==> src/rtl/round_judge.sv <==
// Quiz-round arbiter: opens on START, judges player answers, holds the verdict until RES_ACK.
// Outputs are all registered; a decision in cycle k is visible in cycle k+1.
module round_judge #(
  parameter int unsigned NPLAYER     = 2,
  parameter int unsigned TIMEOUT_CYC = 1000,
  parameter int unsigned IDX_W       = 3
) (
  input  logic               CLK,
  input  logic               RST,
  input  logic               START,
  input  logic [NPLAYER-1:0] ANS_VALID,
  input  logic [NPLAYER-1:0] ANS_OK,
  input  logic               RES_ACK,
  output logic               RES_VALID,
  output logic [1:0]         RESULT,
  output logic [NPLAYER-1:0] WIN_VEC,
  output logic [IDX_W-1:0]   WINNER,
  output logic [NPLAYER-1:0] LOCKOUT,
  output logic               BUSY
);

  localparam int unsigned CntW = (TIMEOUT_CYC > 0) ? $clog2(TIMEOUT_CYC + 1) : 1;

  localparam logic [CntW-1:0]    CntMax  = CntW'(TIMEOUT_CYC);
  localparam logic [CntW-1:0]    CntLast = CntW'((TIMEOUT_CYC > 0) ? TIMEOUT_CYC - 1 : 0);
  localparam logic [CntW-1:0]    CntOne  = CntW'(1);
  localparam logic [NPLAYER-1:0] VecOne  = NPLAYER'(1);

  localparam logic [1:0] ResNone    = 2'b00;
  localparam logic [1:0] ResWin     = 2'b01;
  localparam logic [1:0] ResTimeout = 2'b10;
  localparam logic [1:0] ResDraw    = 2'b11;

  typedef enum logic [1:0] {StIdle, StArmed, StHold} state_e;

  state_e              state_q, state_d;
  logic [NPLAYER-1:0]  lockout_q, lockout_d;
  logic [NPLAYER-1:0]  win_vec_q, win_vec_d;
  logic [IDX_W-1:0]    winner_q, winner_d;
  logic [1:0]          result_q, result_d;
  logic [CntW-1:0]     cnt_q, cnt_d;

  logic [NPLAYER-1:0]  counted;
  logic [NPLAYER-1:0]  correct;
  logic [NPLAYER-1:0]  lock_next;
  logic                single_win;
  logic                timeout_hit;
  logic [CntW-1:0]     cnt_inc;
  logic [IDX_W-1:0]    low_idx;

  // Locked-out players are invisible; their bits cannot add to correct or to lockout.
  assign counted     = ANS_VALID & ~lockout_q;
  assign correct     = counted & ANS_OK;
  assign lock_next   = lockout_q | (counted & ~ANS_OK);
  assign single_win  = ((correct & (correct - VecOne)) == '0);
  assign timeout_hit = (TIMEOUT_CYC != 0) && (cnt_q == CntLast);
  assign cnt_inc     = (cnt_q == CntMax) ? cnt_q : cnt_q + CntOne;

  always_comb begin
    low_idx = '0;
    for (int i = int'(NPLAYER) - 1; i >= 0; i--) begin
      if (correct[i]) begin
        low_idx = IDX_W'(i);
      end
    end
  end

  always_comb begin
    state_d   = state_q;
    lockout_d = lockout_q;
    win_vec_d = win_vec_q;
    winner_d  = winner_q;
    result_d  = result_q;
    cnt_d     = cnt_q;

    unique case (state_q)
      StIdle: begin
        if (START) begin
          state_d   = StArmed;
          lockout_d = '0;
          cnt_d     = '0;
        end
      end

      StArmed: begin
        if (START) begin
          lockout_d = '0;
          cnt_d     = '0;
        end else begin
          lockout_d = lock_next;
          if (correct != '0) begin
            state_d   = StHold;
            result_d  = single_win ? ResWin : ResDraw;
            win_vec_d = correct;
            winner_d  = low_idx;
          end else if (&lock_next) begin
            state_d   = StHold;
            result_d  = ResNone;
            win_vec_d = '0;
            winner_d  = '0;
          end else if (timeout_hit) begin
            state_d   = StHold;
            result_d  = ResTimeout;
            win_vec_d = '0;
            winner_d  = '0;
          end else begin
            cnt_d = cnt_inc;
          end
        end
      end

      StHold: begin
        if (RES_ACK) begin
          state_d = StIdle;
        end
      end

      default: begin
        state_d = StIdle;
      end
    endcase
  end

  always_ff @(posedge CLK or negedge RST) begin
    if (!RST) begin
      state_q   <= StIdle;
      lockout_q <= '0;
      win_vec_q <= '0;
      winner_q  <= '0;
      result_q  <= ResNone;
      cnt_q     <= '0;
    end else begin
      state_q   <= state_d;
      lockout_q <= lockout_d;
      win_vec_q <= win_vec_d;
      winner_q  <= winner_d;
      result_q  <= result_d;
      cnt_q     <= cnt_d;
    end
  end

  assign RES_VALID = (state_q == StHold);
  assign BUSY      = (state_q == StArmed);
  assign RESULT    = result_q;
  assign WIN_VEC   = win_vec_q;
  assign WINNER    = winner_q;
  assign LOCKOUT   = lockout_q;

endmodule

==> config.mk <==
export PLATFORM = sky130hd
export DESIGN_NAME = round_judge
export DESIGN_NICKNAME = d
export VERILOG_FILES = /design/src/rtl/round_judge.sv
export SDC_FILE = /design/constraint.sdc
export NUM_CORES = 1
export LEC_CHECK = 0
export BUFFER_PORTS_ARGS = -buffer_cell sky130_fd_sc_hd__buf_4
export CORE_UTILIZATION = 50
export CTS_CLUSTER_SIZE = 20
export DETAILED_ROUTE_END_ITERATION = 8
export MAX_ROUTING_LAYER = met4
export PLACE_DENSITY = 0.72
export SETUP_SLACK_MARGIN = 0.5
export SYNTH_ARGS = -nofsm -noshare
export SYNTH_HDL_FRONTEND = slang
export SYNTH_SLANG_ARGS = --single-unit
==> constraint.sdc <==
create_clock -name CLK -period 1.9 [get_ports CLK]
set_input_delay 0.19 -clock CLK [delete_from_list [all_inputs] [get_ports CLK]]
set_output_delay 0.19 -clock CLK [all_outputs]
set_load 0.01 [all_outputs]
After elaboration in Yosys (flattened, before gate mapping)
Index checks and enable logic that the tools add are counted.

word-level totals
  flip-flop bits (word level) = 21
  input port bits = 8
  output and inout port bits = 11
  logic and storage cells = 66

cells by class
  $add $sub $neg = 2
  equal/unequal tests = 12
  muxes and demuxes = 28
  bitwise gates (word level) = 8
  reductions and logical operators = 10

operators by type and width
  cell                     number
  $mux W10                 6
  $mux W2                  14
  $eq A10 B10 Y1 const B   2
  $pmux W10 S2             1
  $ne A3 B3 Y1 const B     4
  $add A10 B1 Y10 const B  1
  $mux W3                  3
  $and A2 B2 Y2            4
  $ne A2 B2 Y1 const B     3
  $pmux W2 S3              1
  $reduce_and A6 Y1        1
  $logic_not A2 Y1         2
  $ne A4 B1 Y1 const B     1
  $not A2 Y2               2
  $pmux W2 S2              1
  $reduce_and A2 Y1        2
  $reduce_and A4 Y1        1
  $reduce_bool A2 Y1       2
  $reduce_and A3 Y1        1
  $reduce_bool A3 Y1       1
  $eq A2 B1 Y1 const B     1
  $eq A2 B2 Y1 const B     1
  $mux W1                  2
  $or A2 B2 Y2             1
  other kinds (2)          2

Longest topological paths before layout
  word-level depth = 9
  mapped depth = 8
  mapped depth without buffers = 7

Worst setup path before layout
No wires, ideal clock.

  path type = flip-flop to flip-flop
  start point = reg cnt_q[4]
  end point = reg result_q[1], in the netlist RESULT[1]
  setup time = 0.125 ns
  arrival time = 1.584 ns
  required time = 1.775 ns
  setup slack = 0.191 ns
  stages on the path, launching flop included = 7
  buffers on the path = 1
  period minus slack after synthesis = 1.709 ns
  cell sequence = dfrtp_1 or2b_1 nor3_2 nor3_1 or3_1 buf_6 mux2_4

on the way
  cells in the longest elaborated chain, start to end = 3

ends and longest elaborated chain
  element                              line  text
  from (decl)                          41    logic [CntW-1:0] cnt_q, cnt_d;
  from (signal assigned)               138   cnt_q <= cnt_d;
  $eq A10 B10 Y1                       56    assign timeout_hit = (TIMEOUT_CYC != 0) && (cnt_q == CntLast);
  $reduce_bool A3 Y1 (no source line)  --
  $reduce_and A3 Y1 (no source line)   --
  to (signal assigned)                 130   result_q <= ResNone;
  to (signal assigned)                 137   result_q <= result_d;
  to (decl)                            40    logic [1:0] result_q, result_d;

No other way between the ends.
A chain may end at the register's enable or synchronous reset.

Final worst setup path
  start point = reg cnt_q[1]
  end point = reg result_q[1], in the netlist RESULT[1]

Same word-level chain as after synthesis.

==> metrics.md <==
| Metric | Value |
|---|---|
| I/O pins | `19` |
| Placeable Area | `0.00221 mm^2` |
| All-Layer GR Usage | `24.6%` |
| Worst path max stage delay | `0.41 ns` |
| Vias in the first global route | `1000` |
| CP max-delay cell | `dfrtp_1` |
| Max Clock Freq | `522 MHz` |
| Worst hold endpoint | `state_q[1]` |
| CP Capture Type | `register` |
| Clk slew on worst S/H paths | `0.11 ns` |
| Crit path max fanout | `5` |
| Flop-to-flop setup slack | `-0.01 ns` |
| Die Y-Extent | `50.4 um` |
| Synth Flop Type | `dfrtp_1` |
| Most Crowded Layer GR | `met2` |
| VDD IR max | `0.000543 V` |
| Cell family with most CP delay | `simple AND/OR/NAND/NOR gates` |
| Worst slack, placed | `0.0658 ns` |
| Clock Latency Late Sink | `0.30 ns` |
| Largest family of logic cells by synthesized area | `simple AND/OR/NAND/NOR gates` |
| Tcrit/Tclk final | `101%` |
| Synth Area in XOR/XNOR | `0.748%` |
| Routed Antenna Nets | `0` |
| WP data arrival | `2.12 ns` |
| Via Count | `1060` |
| ANT cells | `0` |
| Async SR Flop Fraction | `100%` |
| Layout Cells excl Fill | `182` |
| Met1 Use GR | `27.9%` |
| Clock buffer count from CTS | `3` |
| Post-synthesis cell count | `123` |
| Compound-Gate Fraction of Synth Area | `18.6%` |
| WL/cell | `16.1 um` |
| Post-synth top area cell | `dfrtp_1` |
| Overflow after GRT | `0` |
| Post-route setup slack | `-0.0141 ns` |
| Met3 Use GR | `4.24%` |
| Cell Rows | `17` |
| Worst Min Path Start | `RES_ACK` |
| Sequential fraction of the synthesis area | `40.6%` |
| CTS tree | `built` |
| Vias/cell | `5.82` |
| Clock buffer depth | `2` |
| First-pass iteration count of the detailed router | `4` |
| Final net count | `165` |
| Chip Width | `50.4 um` |
| Placed cells | `167` |
| Area delta synth->final | `33.9%` |
| Clk root buf | `clkbuf_4` |
| Post-synth EDFFs | `0` |
| Clk sink count | `19` |
| CP startpoint kind | `register` |
| Met2 Usage GRT | `42.2%` |
| Crit-path cells | `ha_2 > nand3b_1 > buf_4 > nor3_4 > nor3_2 > or3_4 > mux2_4` |
| Post-synth top area share | `40.6%` |
| RR Startpoint | `cnt_q[1]` |
| Critical path type | `reg2reg` |
| Post-Synth Adder-Cell Area | `2.14%` |
| Ys Warns | `0` |
| Routability cong. | `0.739` |
| Initial antenna violation count | `0` |
| Min cycle time layout | `1.91 ns` |
| Top cells by area, synth | `dfrtp_1 (41%), mux2_4 (3.8%), inv_1 (3.5%)` |
| Multiplexer share of the synthesized area | `5.66%` |
| First-pass GRT wire length | `4.48 mm` |
| Final setup fails | `3` |
| Worst hold stages | `2` |
| Pin count of the biggest net entering global routing | `20` |
| Pleak | `0.755 nW` |
| Max Cap Viol | `0` |
| Mean post-synth cell area | `9.52 um^2` |
| Clock Skew | `0.00172 ns` |
| Failing checks | `negative setup slack` |
| Worst path bufs/invs | `1` |
| Flops & latches, synth | `19` |
| Die Area | `0.00254 mm^2` |
| Min-delay worst type | `in2reg` |
| R2r worst-path depth | `7` |
| Initial DRC count | `17` |
| Synth Area in Simple Gates | `24.8%` |
| Status | `finished, violations left` |
| DRC | `0` |
| H-tree levels | `1` |
| Pwr/cell area | `800 mW/mm^2` |
| PortBufs | `16` |
| Final hold vios | `0` |
| Worst R2R End | `RESULT[1]` |
| Cell Area, Synth | `0.00117 mm^2` |
| Pwr Total | `0.00125 W` |
| Distinct cells, synth | `48` |
| Initial Util | `52.9%` |
| Routed WL | `2.94 mm` |
| Final slew viol count | `0` |
| Post-DP HPWL | `1.79 mm` |
| Fraction of layout cells with a size suffix above 1 | `42.9%` |
| RSZ-0062 raised after global routing | `yes` |
| Req. time, crit path | `2.10 ns` |
## stage by stage
step           hold slack, ns  utilization, %  instance area [um^2]  setup TNS [ns]
2_1_floorplan          -0.106               -                  1180               0
3_3_place_gp           0.0788            60.4                  1340               0
3_5_place_dp           0.0834            60.4                  1340               0
4_1_cts                0.0637            65.2                  1440               0
5_1_grt                0.0334            70.9                  1570          -0.628
6_report               0.0386            70.9                  1570         -0.0276
## worst reg2reg max path, stage by stage, from the launching register on
cell and delay, ns:
dfrtp_1 0.41, ha_2 0.22, nand3b_1 0.13, buf_4 0.17
nor3_4 0.12, nor3_2 0.07, or3_4 0.38, mux2_4 0.31
## cell usage in the layout (no fill, tap or decap), types with 2 or more instances in the layout
cell	synthesis	routed
nand2_1	11	9
o21ai_1	0	2
a31oi_1	2	2
buf_6	1	4
nor2_1	7	7
inv_1	11	10
a311o_1	2	2
nand2_2	0	2
mux2_4	3	3
a21oi_1	4	3
nor4_4	0	2
and3_1	6	4
and3_4	0	2
a211o_1	4	4
conb_1	1	2
o311ai_1	2	3
nor3_2	1	2
nand3b_1	3	3
dfrtp_1	19	18
clkbuf_4	0	3
nand2b_1	5	5
buf_4	2	28
## kinds of logic after synthesis
group,after synthesis
AND/OR/NAND/NOR,50
AO/OA/AOI/OAI,27
flip-flops,19
buffers and inverters,18
multiplexers,5
adder cells (fa/ha/maj),2
other,1
XOR/XNOR,1
## sequential cells by signal, indices dropped and copies added, names as in the netlist
register and count:
cnt_q 10, RESULT 2, WINNER 1, WIN_VEC 2
LOCKOUT 2, state_q 2
## how the worst max path moves through the flow
| stage | from | endpoint | slack, ns | cells after the start |
|---|---|---|---|---|
| global placement | cnt_q[4] | WINNER[0] | 0.11 | 5 |
| floorplan | cnt_q[4] | RESULT[1] | 0.19 | 6 |
| detailed placement | cnt_q[0] | cnt_q[9] | 0.07 | 6 |
| global route | cnt_q[1] | WINNER[0] | -0.08 | 7 |
| CTS | cnt_q[1] | cnt_q[9] | 0.1 | 7 |
| finish | cnt_q[1] | RESULT[1] | -0.01 | 7 |
## routing by layer
metal	wire (um)	part of all wire, %
met5	0	0
met1	1220	42
met2	1570	53
met4	34	1.2
met3	116	3.9
## cell usage after synthesis, types with 2 or more instances
| library cell | n |
|---|---|
| and3_1 | 6 |
| dfrtp_1 | 19 |
| buf_4 | 2 |
| a211o_1 | 4 |
| nor2_1 | 7 |
| a21oi_1 | 4 |
| a311o_1 | 2 |
| ha_1 | 2 |
| nor2b_1 | 2 |
| nand2b_1 | 5 |
| o311ai_1 | 2 |
| o21ai_0 | 3 |
| inv_1 | 11 |
| a31oi_1 | 2 |
| nor3_1 | 2 |
| nand3b_1 | 3 |
| nand2_1 | 11 |
| nor3b_1 | 3 |
| mux2_4 | 3 |
| clkbuf_1 | 2 |
## report_power, final
group | total (W) | internal [W] | switching, W
combinational | 0.000515 | 0.000272 | 0.000243
sequential | 0.000527 | 0.000475 | 0.0000522
clock | 0.000212 | 0.0000820 | 0.000130
total | 0.00125 | 0.000829 | 0.000425
## area by class of cell
cell class | instances | area [um^2]
clock buffer | 4 | 26.3
fill | 172 | 644
inverter | 11 | 41.3
multi-input combinational | 87 | 723
sequential | 19 | 477
tap | 28 | 35.0
timing repair buffer | 33 | 265
## repair_timing
item / 4_1_cts / 5_1_grt
resized for setup: 7 / 24
cloned: 1 / 0
hold endpoints to repair: 19 / 0
pin swaps: 5 / 5
setup endpoints to repair: 16 / 18
hold buffers: 1 / 0
buffers inserted: 5 / 4
(Power assumes the default switching activity.)
